### src/rtl/fetch_pkg.sv
// Shared types and constants for the instruction-fetch front end.
// Latency: n/a (declarations only).
// Backpressure: n/a.
package fetch_pkg;

  // REQ: issue a fetch; WAIT: fetch in flight; HOLD: instruction waiting for
  // decode; DROP: a fetch is in flight but its pc was redirected away.
  typedef enum logic [1:0] {
    REQ  = 2'd0,
    WAIT = 2'd1,
    HOLD = 2'd2,
    DROP = 2'd3
  } fetch_state_t;

  localparam logic [31:0] NOP_INSTR        = 32'h0000_0013;
  localparam logic [31:0] DEFAULT_RESET_PC = 32'h0000_0000;

  // Clear the two low bits so every fetch address is word aligned.
  function automatic logic [31:0] align_word(input logic [31:0] addr);
    return {addr[31:2], 2'b00};
  endfunction

endpackage

### src/rtl/fetch_unit.sv
// Instruction fetch: owns the pc, issues one imem request at a time, holds the result for decode.
// Latency: request -> instruction valid is 1 cycle plus memory latency; at best 1 instruction per 3 cycles.
// Backpressure: instr_ready low keeps the instruction held and no new request is issued.
module fetch_unit #(
  parameter logic [31:0] RESET_PC  = fetch_pkg::DEFAULT_RESET_PC,
  parameter logic [31:0] NOP_INSTR = fetch_pkg::NOP_INSTR
) (
  input  logic        clk,
  input  logic        rst,
  output logic        imem_req_valid,
  input  logic        imem_req_ready,
  output logic [31:0] imem_req_addr,
  input  logic        imem_resp_valid,
  input  logic [31:0] imem_resp_data,
  input  logic        redirect_valid,
  input  logic [31:0] redirect_target,
  output logic        instr_valid,
  input  logic        instr_ready,
  output logic [31:0] Instr,
  output logic [31:0] instr_pc,
  output logic [31:0] instr_pc_plus4,
  output logic        instr_misaligned
);
  import fetch_pkg::*;

  fetch_state_t state;
  fetch_state_t state_nxt;
  logic [31:0]  pc;
  logic [31:0]  pc_nxt;
  logic [31:0]  instr_q;
  logic [31:0]  instr_pc_q;
  logic         started;
  logic         misalign_pend;
  logic         misalign_q;
  logic         req_fire;
  logic         capture;

  // started keeps the request low during reset and until the first edge after it.
  assign imem_req_valid   = started && (state == REQ);
  assign imem_req_addr    = pc;
  assign instr_valid      = (state == HOLD);
  assign Instr            = instr_q;
  assign instr_pc         = instr_pc_q;
  assign instr_pc_plus4   = instr_pc_q + 32'd4;
  assign instr_misaligned = misalign_q;

  // Next state and next pc; a redirect always overrides the sequential pc.
  always_comb begin
    state_nxt = state;
    pc_nxt    = pc;
    capture   = 1'b0;
    req_fire  = imem_req_valid && imem_req_ready;
    case (state)
      REQ: begin
        // A redirect in the same cycle as acceptance leaves a stale fetch in flight.
        if (req_fire) state_nxt = redirect_valid ? DROP : WAIT;
      end
      WAIT: begin
        if (imem_resp_valid) begin
          if (redirect_valid) begin
            state_nxt = REQ;
          end else begin
            capture   = 1'b1;
            pc_nxt    = pc + 32'd4;
            state_nxt = HOLD;
          end
        end else if (redirect_valid) begin
          state_nxt = DROP;
        end
      end
      HOLD: begin
        if (redirect_valid || instr_ready) state_nxt = REQ;
      end
      DROP: begin
        if (imem_resp_valid) state_nxt = REQ;
      end
      default: state_nxt = REQ;
    endcase
    if (redirect_valid) pc_nxt = align_word(redirect_target);
  end

  // State, pc, captured instruction and misalign tracking.
  always_ff @(posedge clk or posedge rst) begin
    if (rst) begin
      state         <= REQ;
      pc            <= RESET_PC;
      started       <= 1'b0;
      instr_q       <= NOP_INSTR;
      instr_pc_q    <= RESET_PC;
      misalign_pend <= 1'b0;
      misalign_q    <= 1'b0;
    end else begin
      started <= 1'b1;
      state   <= state_nxt;
      pc      <= pc_nxt;
      if (capture) begin
        instr_q    <= imem_resp_data;
        instr_pc_q <= pc;
        misalign_q <= misalign_pend;
      end
      // Capture and redirect never coincide, so the two updates are exclusive.
      if (redirect_valid) misalign_pend <= |redirect_target[1:0];
      else if (capture)   misalign_pend <= 1'b0;
    end
  end

endmodule
### config.mk
export PLATFORM = sky130hd
export DESIGN_NAME = fetch_unit
export DESIGN_NICKNAME = d
export VERILOG_FILES = /design/src/rtl/fetch_pkg.sv /design/src/rtl/fetch_unit.sv
export SDC_FILE = /design/constraint.sdc
export NUM_CORES = 1
export LEC_CHECK = 0
export CORE_MARGIN = 1.5
export CORE_UTILIZATION = 45
export CTS_BUF_LIST = sky130_fd_sc_hd__clkbuf_2
export CTS_CLUSTER_DIAMETER = 60
export DETAILED_ROUTE_END_ITERATION = 10
export GPL_ROUTABILITY_DRIVEN = 0
export PLACE_DENSITY = 0.84
export SLEW_MARGIN = 20
export SYNTH_ARGS = -nofsm -noshare
export SYNTH_HDL_FRONTEND = slang
export SYNTH_SLANG_ARGS = --single-unit
### constraint.sdc
create_clock -name clk -period 4.2 [get_ports clk]
set_clock_uncertainty 0.2 [all_clocks]
set_input_delay 0.42 -clock clk [delete_from_list [all_inputs] [get_ports clk]]
set_output_delay 0.42 -clock clk [all_outputs]
set_load 0.05 [all_outputs]
Yosys cells after proc, flatten, opt, wreduce, memory -nomap -nowiden. Cells that the tools add are included. W data, S select, Z words.

Bits in registers: 101. Output and inout port bits: 131. Logic and storage cells: 42.

$add $sub $neg: 2. Eq/ne operators: 7. Multiplexer cells: 16. Reductions and logical operators: 10.

Operator list (count): $mux W32 (3); $add A32 B3 Y32 const B (2); $mux W2 (7); $pmux W2 S4 (1); $reduce_bool A2 Y1 (3); $mux W1 (5); $eq A2 B2 Y1 const B (2); $ne A2 B2 Y1 const B (2); $reduce_and A4 Y1 (1); $ne A3 B3 Y1 const B (1); $eq A2 B1 Y1 const B (1); $logic_and A1 B1 Y1 (2); $logic_not A2 Y1 (1); $ne A2 B1 Y1 const B (1); $reduce_and A2 Y1 (1); $reduce_or A2 Y1 (1); $logic_or A1 B1 Y1 (1).

Logic depth before layout (Yosys ltp). Gate-level depths: netlist of run 1.

Depth in word-level cells: 5. Gate-level depth with buffers: 7.

Least setup slack after synthesis of run 1. OpenSTA, ideal clock, no wires.

Kind: register -> output. Start: register instr_pc_q[9], in the netlist instr_pc[9]. End: output port instr_pc_plus4[19]. Arrival time: 2.799 ns. Data required time: 3.580 ns. Path slack: 0.781 ns. Stages on the path, launching flop included: 5. Buffers on the path: 0. Path through: dfrtp_1 > nand4_1 > nor4_1 > nand4_1 > xnor2_1.

Longest elaborated chain between the ends: 1.

Ends and longest elaborated chain: start, declared (line fetch_unit.sv:31) `logic [31:0] instr_pc_q;`; start signal, assigned (line fetch_unit.sv:98) `instr_pc_q <= pc;`; $add A32 B3 Y32 (line fetch_unit.sv:44) `assign instr_pc_plus4 = instr_pc_q + 32'd4;`; end, declared (line fetch_unit.sv:21) `output logic [31:0] instr_pc_plus4,`.

Every way passes these cells.

Worst setup path after layout of run 1.
Start: register instr_pc_q[3], in the netlist instr_pc[3]. End: output port instr_pc_plus4[30].

The elaborated chain is that of the path after synthesis.

==> results of run 1 <==
## placed cells by master (no fill, tap or decap), drive strengths merged, types with 3 or more instances in the layout
cell type,n
clkinv,3
xnor2,32
nor2,24
o31ai,5
or4,11
nor3,8
clkbuf,10
and3,5
a31oi,11
inv,16
nand2,43
o21ai,18
buf,8
dfrtp,94
and4,4
nand4,17
mux2,61
xor2,6
nand3,32
dfstp,3
o211ai,4
nor4,7
conb,7
clkdlybuf4s50,194
## registers in the layout, indices dropped and copies added (netlist names)
signal,flops
instr_misaligned,1
instr_pc,30
imem_req_addr,30
state,2
misalign_pend,1
Instr,32
started,1
## worst max-delay path: stages (launching register included)
cell	delay, ns
sky130_fd_sc_hd__dfrtp_1	0.47
sky130_fd_sc_hd__ha_1	0.20
sky130_fd_sc_hd__nand3_1	0.20
sky130_fd_sc_hd__nor4_2	0.19
sky130_fd_sc_hd__buf_4	0.22
sky130_fd_sc_hd__nand4_1	0.14
sky130_fd_sc_hd__xnor2_1	0.17
sky130_fd_sc_hd__clkdlybuf4s50_1	0.81
## through the flow
| stage | hold slack, ns | utilization (%) |
|---|---|---|
| 6_report | 0.0399 | 68.2 |
| 5_1_grt | 0.0677 | 68.2 |
| 4_1_cts | 0.0251 | 68.2 |
| 3_5_place_dp | 0.295 | 66.8 |
| 3_3_place_gp | 0.289 | 66.8 |
| 2_1_floorplan | 0.270 | - |
## area by class of cell
cell class                      count  area share, %
Timing Repair Buffer              202           28.5
Tap cell                          136           2.41
Multi-Input combinational cell    319           31.9
Clock inverter                      6           1.27
Sequential cell                    97           34.4
Clock buffer                       10          0.708
Inverter                           15          0.832
## logic make-up after synthesis
logic type | Yosys count | share of synthesized area [%]
AND/OR/NAND/NOR | 162 | 17.6
other | 2 | 0.155
adder cells (fa/ha/maj) | 2 | 0.516
AO/OA/AOI/OAI | 47 | 6.20
buffers and inverters | 41 | 3.92
XOR/XNOR | 38 | 6.87
multiplexers | 63 | 14.6
flip-flops | 97 | 50.2
## routing by layer
layer	part of all wire [%]	track usage, %	up-vias
met5	0	0	-
met4	2.5	9.71	0
met3	5.8	3.10	30
met1	42	29.4	2030
met2	50	40.8	154
li1	-	-	2001
## power by group through the flow
stage	logic (mW)	registers [mW]	clock network (mW)
after floorplan	1.13	2.74	0
after global placement	3.42	1.61	0
after detailed placement	3.46	1.64	0
after CTS	3.46	1.62	0.526
after global routing	3.55	1.68	0.556
final	3.44	1.62	0.514
## how the worst min path moves through the flow
stage / end / slack, ns
after floorplan: misalign_pend / 0.27
after global placement: Instr[16] / 0.29
after detailed placement: instr_misaligned / 0.30
after CTS: Instr[17] / 0.03
after global routing: Instr[9] / 0.07
final: Instr[9] / 0.04
==> summary by stage, run 1 <==
Status
The flow ran to the end, and the final reports show no timing, DRC or antenna violations.

Global route
The first global-routing pass estimated 20,900 um of wire. The number of antenna violations at the first check in global routing is 0. The via count of the first global-routing pass was 4,158.

For this run, the total global-route usage over all layers was measured as 23.4%. The global-route congestion overflow total is 0. Entering global routing, the biggest net connects 47 pins.

Worst setup path
The capture point of the worst path is instr_pc_plus4[30]. The beginning of the critical path is instr_pc[3]. The required time at the worst-slack endpoint is 3.58 ns. The type of origin of the critical path is a flop. In this run the critical register-to-register path is launched from state[1]. The worst setup path is captured at a primary output. The arrival time of data at the critical path endpoint is 2.94 ns. The count of cells along the worst register-to-register path is 4. The internal reg-to-reg setup slack is 1.67 ns. The maximum fanout encountered on the critical timing path is 8.

The type of the worst setup path is reg2out. The reg-to-reg critical path endpoint is imem_req_addr[30].

Placed design
The count of placed standard cells including taps is 769. Timing analysis after detailed placement gives a worst setup slack of 1.24 ns. Once detailed placement completed, the half-perimeter wirelength came to 10,000 um. The post-placement cell area is 0.00693 mm2. The count of input and output buffers is 194.

Drt
In this run the remaining antenna-violating nets after routing total 0. The violation count after the first detailed-route iteration is 189. The total number of vias is 4,215. Wires add up to 13,200 um. The count of unresolved DRC violations after routing is 0. In the final routed layout, each cell accounts on average for 16.9 um.

After detailed routing, the number of vias per cell comes to 5.37. For this run, the detailed router's first-pass iteration total came to 4.

STA
The time the worst path needs with I/O delays and setup is 3.56 ns. The fmax is 0.281 GHz. Setup repair after global routing left no endpoint under its margin. The number of hold violations in the final report is 0.

At the pin with the least slew margin, the transition time is 0.848 ns. After routing, the total negative slack on setup checks comes to 0 ns. The final-report setup violation count is 0.

The post-route worst setup slack is 0.639 ns. The worst pin sits at a relative slew slack of 43.0%. The final clock period utilization by the worst path is 84.8%.

The final number of max-transition violations is 0.

Clocking
The cell chosen for the clock root is sky130_fd_sc_hd__clkbuf_2. TritonCTS built the clock tree. The number of gates resized after CTS was 0. The buffers inserted during post-CTS setup optimization is 0. The deepest level of the CTS H-tree is 3. The TritonCTS sink count is 97. For the worst-skew pair, the clock arrives at the later sink with an insertion delay of 0.53 ns. The TritonCTS buffer count is 9. In this run the deepest clock path goes through 2 buffers. The number of hold-repair buffers added at the cts stage is 0. The clock slew seen by the registers of the worst setup and hold paths is 0.27 ns.

Finish
Summing all multi-input logic gate instances after layout gives 0.00226 mm2. In the final layout, the share of cells above drive strength 1 is 14.5%. The register area is 0.00243 mm2.

The finished layout holds 785 standard cells, fillers aside. The area growth from synthesis to layout is 45.9%. With fillers left out, the area of the finished cells amounts to 0.00707 mm2. For this run, the post-layout net count is 716. The fill cell total of the finished layout is 832.

The count of antenna diodes in the layout is 0.

Die
Pin placement for this block handled 201 I/O pins. The die covers 0.0114 mm2. The floorplan has 37 rows.

The die is 107 um wide. The vertical die dimension is 107 um. The starting utilization of the core area is 46.7%.

The floorplan step defined a core boundary enclosing 0.0104 mm2.

Pwr
The share of power burned in registers is 29.1%. Total power for the finished layout comes to 5.57 mW. The portion of total power attributed to the clock network is 9.2%.

The switching share of total power is 51.9%. The switching power total is 2.90 mW. Per report_power, the combinational group accounts for 61.6% of the total.

The total power per unit cell area is 788 mW/mm2. The internal power consumption is 2.68 mW. The peak supply drop is 0.597 mV. The analysis attributes to cell leakage a power of 2.81 nW.

Synthesis
The largest total area in the synthesized netlist belongs to sky130_fd_sc_hd__dfrtp_1. In this run, synthesis produced a sequential element count of 97. The synthesized netlist occupies a cell area of 0.00485 mm2. The Yosys step of the flow raised 0 warnings.

The fraction of synthesized cell area taken by the top area cell type is 48.5%. The most common cell in the synthesized netlist is sky130_fd_sc_hd__dfrtp_1. The synthesized design contains 0 enable-type register cells. The average cell area after synthesis is 10.7 um2. The synthesized instance count is 452. The proportion of synthesized flip-flops having asynchronous set or reset is 100%.

After synthesis, the netlist uses 43 different library cells. The commonest cells after synthesis are sky130_fd_sc_hd__dfrtp_1, sky130_fd_sc_hd__mux2_2, sky130_fd_sc_hd__nand2_1, sky130_fd_sc_hd__nand3_1, sky130_fd_sc_hd__xnor2_1. For this run, the leading register cell type out of synthesis is sky130_fd_sc_hd__dfrtp_1. Sorting the synthesized cells by area gives the leading types as sky130_fd_sc_hd__dfrtp_1, sky130_fd_sc_hd__mux2_2, sky130_fd_sc_hd__xnor2_1. The sequential element share of the synthesized area is 50.2%.

Worst hold path
The path class of the tightest hold or removal check is in2async.

Flow run
Max-cap violations in this run came to 0.
Power figures use the tool's default switching activity.
==> inputs of run 2 (changes only) <==
Settings changed: CORE_UTILIZATION 45 to 40, PLACE_DENSITY 0.84 to 0.79.
Clock period 4.2 ns to 3.17 ns, I/O delays scaled along.
==> run 2 against run 1 <==
  * Sequential share of layout area shrank 0.60 points
  * Final cell count increased by 2.2%
  * Global-route usage fell by 1.9 points
  * Routed wire length up 2.5%
  * Setup slack got worse by 0.45 ns
  * Non-clock buffer count grew 6
  * Flip-flop and latch count unchanged
  * Critical path type unchanged
==> summary by stage, run 2 (synthesized netlist as in run 1, its figures left out) <==
Status
The run finished with clean final reports.

Finish
The post-route netlist has 20.2% of its cells at a drive strength greater than 1. Leaving out fill and tap cells, the most frequent cells in the layout are sky130_fd_sc_hd__clkdlybuf4s50_1, sky130_fd_sc_hd__dfrtp_1, sky130_fd_sc_hd__mux2_2. The library cell used most frequently in the layout, excluding fill and tap cells, is sky130_fd_sc_hd__clkdlybuf4s50_1. Summing all flip-flop and latch instances after layout gives 0.00243 mm2. The number of standard cells in the final layout excluding fillers is 802. After the last flow step, the layout net total stands at 722. The fill cell total of the finished layout is 991. The multi-input logic area is 0.00233 mm2. From synthesis to final layout, the design area changed by 48.8%. 0 antenna diodes ended up in the layout. The register with the most flip-flops in the layout has 32 of them.

Die
The floorplan step set the die height to 113 um. Measured along the x axis, the die boundary spans 113 um. 201 I/O pins were placed. The floorplan die area is 0.0128 mm2. The placement row count is 40.

The core region is 0.0119 mm2. For this configuration, the core starts out at a cell density of 40.7%.

Worst setup path
Among all stages on the critical path, the largest delay is contributed by sky130_fd_sc_hd__dfrtp_2. The arrival time of data at the critical path endpoint is 2.47 ns. STA classifies the critical path endpoint as a primary output. The worst reg2reg path startpoint is imem_req_addr[3]. The signal on the critical path passes through nand4_1, nor4_2, buf_4, nand2_1, xnor2_2, clkdlybuf4s18_2. The worst register-to-register path has a depth of 5. In this design, the largest share of critical-path delay is due to simple AND/OR/NAND/NOR gates. The worst setup path is launched from a flop. The largest single stage delay on the critical path is 0.47 ns. The reg-to-reg critical path endpoint is imem_req_addr[28]. The setup check on the worst reg-to-reg path leaves a slack of 0.70 ns. The required time at the worst-slack endpoint is 2.65 ns. The worst setup path is of the reg2out kind. In this run the worst path has a maximum fanout of 8. The critical path contains buffers and inverters numbering 2 combined.

Clocking
The clock slew seen by the registers of the worst setup and hold paths is 0.25 ns. The cell sitting at the root of the clock tree is a sky130_fd_sc_hd__clkbuf_2. Counting along the longest clock path gives a buffer depth of 2. Buffers inserted during clock tree synthesis total 9. The later pin in the worst-skew pair is clocked with a latency of 0.57 ns. In this run the number of H-tree levels came out at 3. TritonCTS built the clock tree. The tree built by TritonCTS fans out to 97 sinks.

Placed design
Once placement completed, the tool counted placed cells totaling 784. The HPWL after detailed placement is 10000 um. The worst slack at placement is 0.265 ns.

During placement, the flow inserted port buffers numbering 194.

Pwr
Dividing total power by cell area gives a power density of 1020 mW/mm2. Summed over all cells, the static leakage comes to 2.96 nW. The peak supply drop is 0.776 mV.

Drt
In this run, the number of DRC markers left after iteration 0 of detailed routing was 248. The count of nets left with antenna violations once routing finished came out at 0. After detailed routing, the total wire length is 13,600 um. The first-pass iteration count of the detailed router is 5. The total number of vias is 4,265. In the routed design, unresolved DRC markers number 0. Dividing the detail-routed wire length by the instance count gives 16.9 um. After detailed routing, the number of vias per cell comes to 5.32.

STA
The post-route setup TNS is 0 ns. The number of hold violations in the final report is 0. The final-report setup violation count is 0.

For the pin with the worst max-slew slack, the measured transition is 0.659 ns. The final number of max-transition violations was 0. The time the worst path needs with I/O delays and setup is 2.98 ns.

In this run the tightest slew margin relative to its limit is 55.7%. The post-route worst setup slack is 0.187 ns. The worst hold margin is 0.0749 ns.

The fmax is 0.335 GHz. The worst path uses 94.1% of the clock period.

Global route
The via count of the first global-routing pass is 4,076. The pin count of the biggest net entering global routing is 98. The global-route total usage across every layer is 21.6%. Global routing finished with a remaining overflow of 0. The number of antenna violations at the first check in global routing was 0. The first global-routing pass estimated 21,400 um of wire.

Worst hold path
In this run the most critical hold path is launched from redirect_target[6]. The tightest min-delay check is of the in2reg type. The worst hold path terminates at imem_req_addr[6]. The worst hold path stage count is 3.

Flow run
Max-cap violations in this run came to 0.
## run 2: cell types whose count changed in the layout (fill, tap and decap cells not counted), sizes merged
cell,before,now
buf,8,28
dlygate4sd2,0,3
dlygate4sd3,0,1
clkdlybuf4s18,0,1
clkinv,3,5
clkinvlp,0,1
clkbuf,10,13
dlymetal6s2s,0,2
clkdlybuf4s50,194,168
inv,16,15
bufinv,2,0
clkdlybuf4s15,0,2
## run 2: worst max path at each step
stage / depth (start not counted) / slack [ns] / endpoint / start
floorplan: 4 / 0.04 / instr_pc_plus4[26] / instr_pc[9]
global placement: 6 / 0.38 / instr_pc_plus4[23] / instr_pc[9]
detailed placement: 6 / 0.26 / instr_pc_plus4[25] / instr_pc[9]
CTS: 6 / 0.007 / instr_pc_plus4[25] / instr_pc[10]
global route: 7 / -0.01 / instr_pc_plus4[26] / instr_pc[2]
finish: 6 / 0.19 / instr_pc_plus4[17] / instr_pc[10]
## run 2: final cells by class
class	count	share of cell area, %
sequential	97	33.8
multi-input combinational	319	32.3
timing repair buffer	208	29.3
tap	147	2.55
inverter	15	0.816
clock buffer	10	0.694
clock inverter	6	0.486
## run 2: power breakdown
group          internal [mW]  total, mW  switching [mW]  leakage, nW
sequential              1.69       2.16           0.478         1.15
combinational           1.68       4.67            2.99         1.75
clock                  0.101      0.517           0.415       0.0591
## run 2: routing by layer
metal | global-route usage, % | up-vias | routed length (um)
met3 | 4.18 | 25 | 854
met4 | 8.33 | 0 | 323
met1 | 27.3 | 2048 | 5650
li1 | - | 2014 | -
met5 | 0 | - | 0
met2 | 36.7 | 178 | 6750
## run 2: worst register-to-register path, delay by kind of cell, from the launching register on
family | cells | cell delay, ns
adders and majority gates | 1 | 0.19
buffers and inverters | 1 | 0.11
AOI/OAI and AO/OA | 1 | 0.18
DFF | 1 | 0.54
and+or+nand+nor | 2 | 1.20
## run 2: what timing repair did
item	4_1_cts	5_1_grt
hold buffers	1	0
resized for setup	26	22
endpoints found under the hold margin	94	0
setup endpoints to repair	13	13
setup buffers	0	1
## run 2: through the flow
stage | power [mW] | utilization, % | cell area [um2]
2_1_floorplan | 5.18 | - | 4920
3_5_place_dp | 6.93 | 59.8 | 7120
6_report | 7.35 | 60.5 | 7210
3_3_place_gp | 6.86 | 59.8 | 7120
5_1_grt | 7.67 | 60.5 | 7210
4_1_cts | 7.41 | 60.6 | 7220
